## src/rtl/bs_fetch.sv

```systemverilog
// ---------------------------------------------------------------------------
// bs_fetch
//
// Bitstream fetch stage in front of the h264i decoder. Reads the coded
// stream from external memory as 64-bit words over a req/ack port, buffers
// them in a small FIFO and hands them to the decoder MSB-first as 16-bit
// halfwords, one halfword per ao_next pulse.
//
// Parameters
//   ADDR_W     width of the word address and of the word count
//   DEPTH      FIFO depth in 64-bit words (power of 2, >= 2)
//
// Ports
//   clk        sole clock, rising edge
//   reset_n    asynchronous active-low reset
//   start      one-cycle launch pulse, ignored while busy
//   base_addr  first word address, sampled on start
//   word_count number of words to deliver, sampled on start
//   mem_req    read request, held until acknowledged
//   mem_addr   word address of the pending request
//   mem_ack    one-cycle acknowledge, mem_rdata valid in the same cycle
//   mem_rdata  read data, bit 63 is the first stream bit
//   ai_data    current halfword to the decoder
//   ai_we      ai_data is valid (FIFO not empty)
//   ao_next    decoder consumes the current halfword this cycle
//   busy       high from start until the last halfword is consumed
//   done       one-cycle pulse after the last halfword is consumed
// ---------------------------------------------------------------------------
module bs_fetch #(
    parameter int ADDR_W = 20,
    parameter int DEPTH  = 4
) (
    input  logic              clk,
    input  logic              reset_n,
    input  logic              start,
    input  logic [ADDR_W-1:0] base_addr,
    input  logic [ADDR_W-1:0] word_count,
    output logic              mem_req,
    output logic [ADDR_W-1:0] mem_addr,
    input  logic              mem_ack,
    input  logic [63:0]       mem_rdata,
    output logic [15:0]       ai_data,
    output logic              ai_we,
    input  logic              ao_next,
    output logic              busy,
    output logic              done
);

    localparam int PTR_W  = $clog2(DEPTH);
    localparam int FILL_W = PTR_W + 1;

    // S_WAIT is the "REQ, but no free slot" substate: mem_req is held low
    // until the decoder pops a word.
    typedef enum logic [1:0] {
        S_IDLE,
        S_REQ,
        S_WAIT,
        S_DRAIN
    } state_t;

    state_t              state;
    logic [63:0]         fifo [DEPTH];
    logic [PTR_W-1:0]    rd_ptr;
    logic [PTR_W-1:0]    wr_ptr;
    logic [FILL_W-1:0]   fill;
    logic [FILL_W-1:0]   fill_next;
    logic [1:0]          hw_sel;
    logic [ADDR_W-1:0]   fetch_left;
    logic [ADDR_W-1:0]   addr;
    logic                push;
    logic                consume;
    logic                pop;

    // An acknowledge only counts while we are actually requesting, so stray
    // or late acks (e.g. after a reset) are dropped.
    assign push    = (state == S_REQ) && mem_req && mem_ack;
    assign consume = ao_next && ai_we;
    assign pop     = consume && (hw_sel == 2'd3);

    assign ai_we    = (fill != '0);
    assign mem_addr = addr;

    // Occupancy after this edge; the FSM uses it to decide whether another
    // request can be issued without overrunning the FIFO.
    always_comb begin
        fill_next = fill;
        if (push && !pop) begin
            fill_next = fill + FILL_W'(1);
        end else if (!push && pop) begin
            fill_next = fill - FILL_W'(1);
        end
    end

    // Halfword selection from the head word, MSB first. Forced to zero when
    // the FIFO is empty so the output is clean out of reset.
    always_comb begin
        ai_data = 16'h0000;
        if (ai_we) begin
            case (hw_sel)
                2'd0: ai_data = fifo[rd_ptr][63:48];
                2'd1: ai_data = fifo[rd_ptr][47:32];
                2'd2: ai_data = fifo[rd_ptr][31:16];
                2'd3: ai_data = fifo[rd_ptr][15:0];
            endcase
        end
    end

    // FIFO storage needs no reset: the contents are only visible while fill
    // is non-zero, and fill itself is reset.
    always_ff @(posedge clk) begin
        if (push) begin
            fifo[wr_ptr] <= mem_rdata;
        end
    end

    // Pointers, occupancy and halfword index. hw_sel wraps 3 -> 0 naturally
    // on the consume that pops the head word.
    always_ff @(posedge clk or negedge reset_n) begin
        if (!reset_n) begin
            rd_ptr <= '0;
            wr_ptr <= '0;
            fill   <= '0;
            hw_sel <= 2'd0;
        end else begin
            fill <= fill_next;
            if (push) begin
                wr_ptr <= wr_ptr + PTR_W'(1);
            end
            if (consume) begin
                hw_sel <= hw_sel + 2'd1;
            end
            if (pop) begin
                rd_ptr <= rd_ptr + PTR_W'(1);
            end
        end
    end

    // Fetch FSM. Entering S_REQ from S_IDLE spends one cycle with mem_req
    // low before raising it; afterwards mem_req is decided on the ack edge
    // so back-to-back requests keep it high.
    always_ff @(posedge clk or negedge reset_n) begin
        if (!reset_n) begin
            state      <= S_IDLE;
            mem_req    <= 1'b0;
            addr       <= '0;
            fetch_left <= '0;
            busy       <= 1'b0;
            done       <= 1'b0;
        end else begin
            done <= 1'b0;
            case (state)
                S_IDLE: begin
                    if (start) begin
                        if (word_count != '0) begin
                            addr       <= base_addr;
                            fetch_left <= word_count;
                            busy       <= 1'b1;
                            state      <= S_REQ;
                        end else begin
                            done <= 1'b1;
                        end
                    end
                end
                S_REQ: begin
                    if (!mem_req) begin
                        mem_req <= 1'b1;
                    end else if (mem_ack) begin
                        addr       <= addr + ADDR_W'(1);
                        fetch_left <= fetch_left - ADDR_W'(1);
                        if (fetch_left == ADDR_W'(1)) begin
                            mem_req <= 1'b0;
                            state   <= S_DRAIN;
                        end else if (fill_next < FILL_W'(DEPTH)) begin
                            mem_req <= 1'b1;
                        end else begin
                            mem_req <= 1'b0;
                            state   <= S_WAIT;
                        end
                    end
                end
                S_WAIT: begin
                    if (fill_next < FILL_W'(DEPTH)) begin
                        mem_req <= 1'b1;
                        state   <= S_REQ;
                    end
                end
                S_DRAIN: begin
                    if (fill_next == '0) begin
                        busy  <= 1'b0;
                        done  <= 1'b1;
                        state <= S_IDLE;
                    end
                end
                default: begin
                    mem_req <= 1'b0;
                    state   <= S_IDLE;
                end
            endcase
        end
    end

endmodule

```

## config.mk

```make
export PLATFORM = sky130hd
export DESIGN_NAME = bs_fetch
export DESIGN_NICKNAME = d
export VERILOG_FILES = /design/src/rtl/bs_fetch.sv
export SDC_FILE = /design/constraint.sdc
export NUM_CORES = 1
export LEC_CHECK = 0
export CORE_UTILIZATION = 60
export DETAILED_ROUTE_END_ITERATION = 7
export GPL_TIMING_DRIVEN = 1
export PLACE_DENSITY_LB_ADDON = 0.25
export RECOVER_POWER = 100
export SKIP_CTS_REPAIR_TIMING = 1
export SYNTH_ARGS = -nofsm -noshare
export SYNTH_HDL_FRONTEND = slang
export SYNTH_SLANG_ARGS = --single-unit
```

## constraint.sdc

```tcl
create_clock -name clk -period 7.1 [get_ports clk]
set_input_delay 1.42 -clock clk [delete_from_list [all_inputs] [get_ports clk]]
set_output_delay 1.42 -clock clk [all_outputs]
set_load 0.01 [all_outputs]
```

==> out/metrics.csv <==
stage,metric,value,unit
outcome,status,"finished, violations left",
outcome,violated checks,"max-capacitance violations, max-slew violations",
critical_path,"critical path, cell by cell",clkbuf_2 > mux4_2 > a22oi_1 > a21oi_1 > a21oi_1 > nor2_1 > dlygate4sd3_1,
power_and_ir_drop,VDD IR max,259,uV
final_layout,post-route insts no fill,1255,
placed_design,DP Wirelength,17400,um
power_and_ir_drop,pwr/cell area,414,mW/mm^2
critical_path,Worst setup SP type,flip-flop,
yosys,syn_area_per_cell,16.2,um^2
detailed_routing,iteration count of the initial detailed-routing pass,5,
global_routing,global-route wire length before repair,44000,um
global_routing,GR Util met3,0.0393,
power_and_ir_drop,Clock power frac,0.249,
clocking,"CTS clk-pin slew, worst paths",0.06,ns
yosys,post-synthesis sequential area ratio,0.693,
power_and_ir_drop,internal power,0.00430,W
die,die footprint,0.0223,mm^2
yosys,Post-Syn Instances,804,
timing,fmax,0.173,GHz
yosys,Yosys top cell area share,0.590,
hold_path,Hold Crit Class,flip-flop to flip-flop,
yosys,largest cells by area after synthesis,"edfxtp_1 (59%), mux4_2 (11%), dfrtp_1 (10%)",
yosys,Mapped Area,0.0130,mm^2
final_layout,count of filler cells inserted in the layout,1226,
critical_path,WP data required,5.68,ns
final_layout,layout cells sized above 1,0.144,
global_routing,vias in the first global route,8049,
yosys,Post-synth EDFFs,256,
critical_path,critical path endpoint category,output pin,
clocking,htree depth,1,
die,CORE AREA,0.0212,mm^2
final_layout,Final nets,1081,
global_routing,largest net degree at the start of global routing,67,
die,Die X,149,um
clocking,Sinks on Clock Net,310,
die,DIE HEIGHT,149,um
timing,endpoints failing setup,0,
critical_path,buffers and inverters on the worst path,2,
global_routing,most used routing layer,met2,
critical_path,largest stage delay on the critical path,1.22,ns
clocking,worst-case clock buffer depth,3,
global_routing,grt ovf,0,
timing,clock skew,0.0143,ns
timing,min Tclk post-route,5.78,ns
critical_path,CP max stage cell,clkbuf_2,
timing,worst slew pin tran,4.20,ns
timing,Rel. slew slack,-1.80,
yosys,ys flop type,edfxtp_1,
critical_path,Crit path max-delay family,buffers and inverters,
yosys,syn_nets,932,
global_routing,Total Routing Usage GR,0.262,
timing,unrepaired setup endpoints after global routing,false,
global_routing,M1 GR Usage,0.360,
clocking,root buf cell,clkbuf_16,
timing,hold_ws,0.526,ns
final_layout,area of the multi-input gates,0.00373,mm^2
detailed_routing,Final ANT Viol Nets,0,
job,Max Cap Violations,9,
critical_path,Most Frequent Cell on Critical Path,a21oi_1,
timing,endpoints failing hold,0,
yosys,top post-synthesis cells by count,"edfxtp_1 (256), a21oi_1 (73), mux4_2 (64)",
detailed_routing,mean routed wirelength per cell,22.6,um
die,initial core utilization,0.616,
power_and_ir_drop,switch share,0.341,
global_routing,met2 usage,0.439,
critical_path,Setup CP Type,flip-flop to output pin,
global_routing,initial antenna violation count,3,
timing,max-slew violation count,348,
power_and_ir_drop,switching power,0.00222,W
clocking,CTS tree,built,
detailed_routing,drt total wl,28300,um
final_layout,synth-to-layout area growth,20.9,%
yosys,Synth cell types,61,
yosys,Post-synth ARST share,0.174,
detailed_routing,via/cell ratio,6.29,
placed_design,Port Buffers,148,
yosys,Yosys warning count,0,
clocking,worst skew pair latency,0.57,ns
placed_design,gpl congestion,0.830,
detailed_routing,DR vias,7899,
detailed_routing,Iter 0 DRT Violations,609,
die,I/O pin count,149,
power_and_ir_drop,Seq pwr share,0.397,
critical_path,Worst Path Max Fanout,56,
final_layout,total area of sequential cells,0.00904,mm^2
detailed_routing,# DRC,0,
placed_design,DP Cell Count,1196,
yosys,most frequent cell after synthesis,edfxtp_1,
timing,period utilization,0.814,
yosys,"flops & latches, synth",310,
power_and_ir_drop,Lkg Pwr,5.40,nW
die,num rows,53,
clocking,Num CTS Buffers,30,
critical_path,CP arrival,4.36,ns
timing,TNS Setup,0,ns
power_and_ir_drop,Logic pwr share,0.353,
yosys,leading area contributor after synthesis,edfxtp_1,
==> metal layers <==
| layer | vias up | part of all wire |
|---|---|---|
| li1 | 3518 | - |
| met1 | 4020 | 0.40 |
| met2 | 303 | 0.52 |
| met3 | 58 | 0.056 |
| met4 | 0 | 0.024 |
| met5 | - | 0 |
==> worst reg2reg max path: cells and delay by family, from the launching register on <==
family | cells | cell delay, ns
buf+inv | 3 | 1.74
fa+ha+maj | 1 | 0.15
simple gates | 2 | 2.79
flops | 1 | 0.43
==> layout make-up <==
type,instances,area share
flip-flops and latches,310,0.574
multi-input cells,435,0.237
repair buffers,160,0.0980
clock buffers,33,0.0496
well taps,275,0.0218
clock inverters,23,0.0160
inverters,16,0.00381
diodes,3,0.000476
==> registers in the layout, summed over array words and instances (netlist names) <==
| signal | flops |
|---|---|
| fetch_left | 20 |
| mem_addr | 20 |
| wr_ptr | 2 |
| state | 2 |
| fifo | 256 |
| busy | 1 |
| mem_req | 1 |
| rd_ptr | 2 |
| done | 1 |
| hw_sel | 2 |
| fill | 3 |
==> through the flow <==
step / total power, W / setup slack, ns / util / cell area (um^2)
6_report: 0.00652 / 1.32 / 0.745 / 15800
2_1_floorplan: 0.00411 / 3.43 / - / 13000
3_3_place_gp: 0.00490 / 2.58 / 0.699 / 14800
5_1_grt: 0.00687 / 0.980 / 0.745 / 15800
4_1_cts: 0.00662 / 1.93 / 0.748 / 15800
3_5_place_dp: 0.00496 / 2.55 / 0.699 / 14800
==> power by group through the flow <==
stage | Sequential (W) | Clock [W] | Combinational [W]
CTS | 0.00259 | 0.00165 | 0.00239
detailed placement | 0.00262 | 0 | 0.00234
global route | 0.00264 | 0.00172 | 0.00251
floorplan | 0.00252 | 0 | 0.00159
finish | 0.00259 | 0.00163 | 0.00231
global placement | 0.00260 | 0 | 0.00230
==> cell usage in the layout, fill, tap and decap left out, types with 8 or more instances in the layout <==
| master | netlist | final |
|---|---|---|
| edfxtp_1 | 256 | 256 |
| dlygate4sd3_1 | 0 | 104 |
| a21oi_1 | 73 | 73 |
| mux4_2 | 64 | 64 |
| dfrtp_1 | 54 | 53 |
| clkdlybuf4s50_1 | 0 | 43 |
| nor2_1 | 37 | 36 |
| nand2_1 | 34 | 34 |
| o22ai_1 | 33 | 34 |
| clkbuf_16 | 0 | 30 |
| o21ai_0 | 26 | 29 |
| nand3_1 | 26 | 26 |
| a22oi_1 | 20 | 21 |
| ha_1 | 19 | 19 |
| inv_1 | 15 | 15 |
| and3_1 | 14 | 15 |
| clkinv_2 | 0 | 8 |
==> cell families (layout without fill, tap and decap cells) <==
logic type | Yosys count | after routing | share of synthesized area
AOI/OAI and AO/OA | 183 | 183 | 0.0842
xor gates and xnor gates | 5 | 5 | 0.00336
adders and majority gates | 19 | 19 | 0.0182
buffers and inverters | 59 | 232 | 0.0192
DFF | 310 | 310 | 0.693
muxes | 70 | 70 | 0.116
other | 0 | 3 | 0
and+or+nand+nor | 158 | 158 | 0.0662
==> final timing paths <==
path | from | to | slack [ns] | cells after the start
min | busy$_DFFE_PN0P_ | busy$_DFFE_PN0P_ | 0.53 | 1
min in group asynchronous | reset_n | state[0]$_DFFE_PN0P_ | 1.95 | 2
max in group asynchronous | reset_n | rd_ptr[0]$_DFFE_PN0P_ | 2.99 | 2
max reg2reg | state[1]$_DFFE_PN0P_ | fifo[3][0]$_DFFE_PP_ | 1.60 | 6
max | rd_ptr[1]$_DFFE_PN0P_ | ai_data[5] | 1.32 | 7
min reg2reg | busy$_DFFE_PN0P_ | busy$_DFFE_PN0P_ | 0.53 | 1
(Power assumes the default switching activity.)
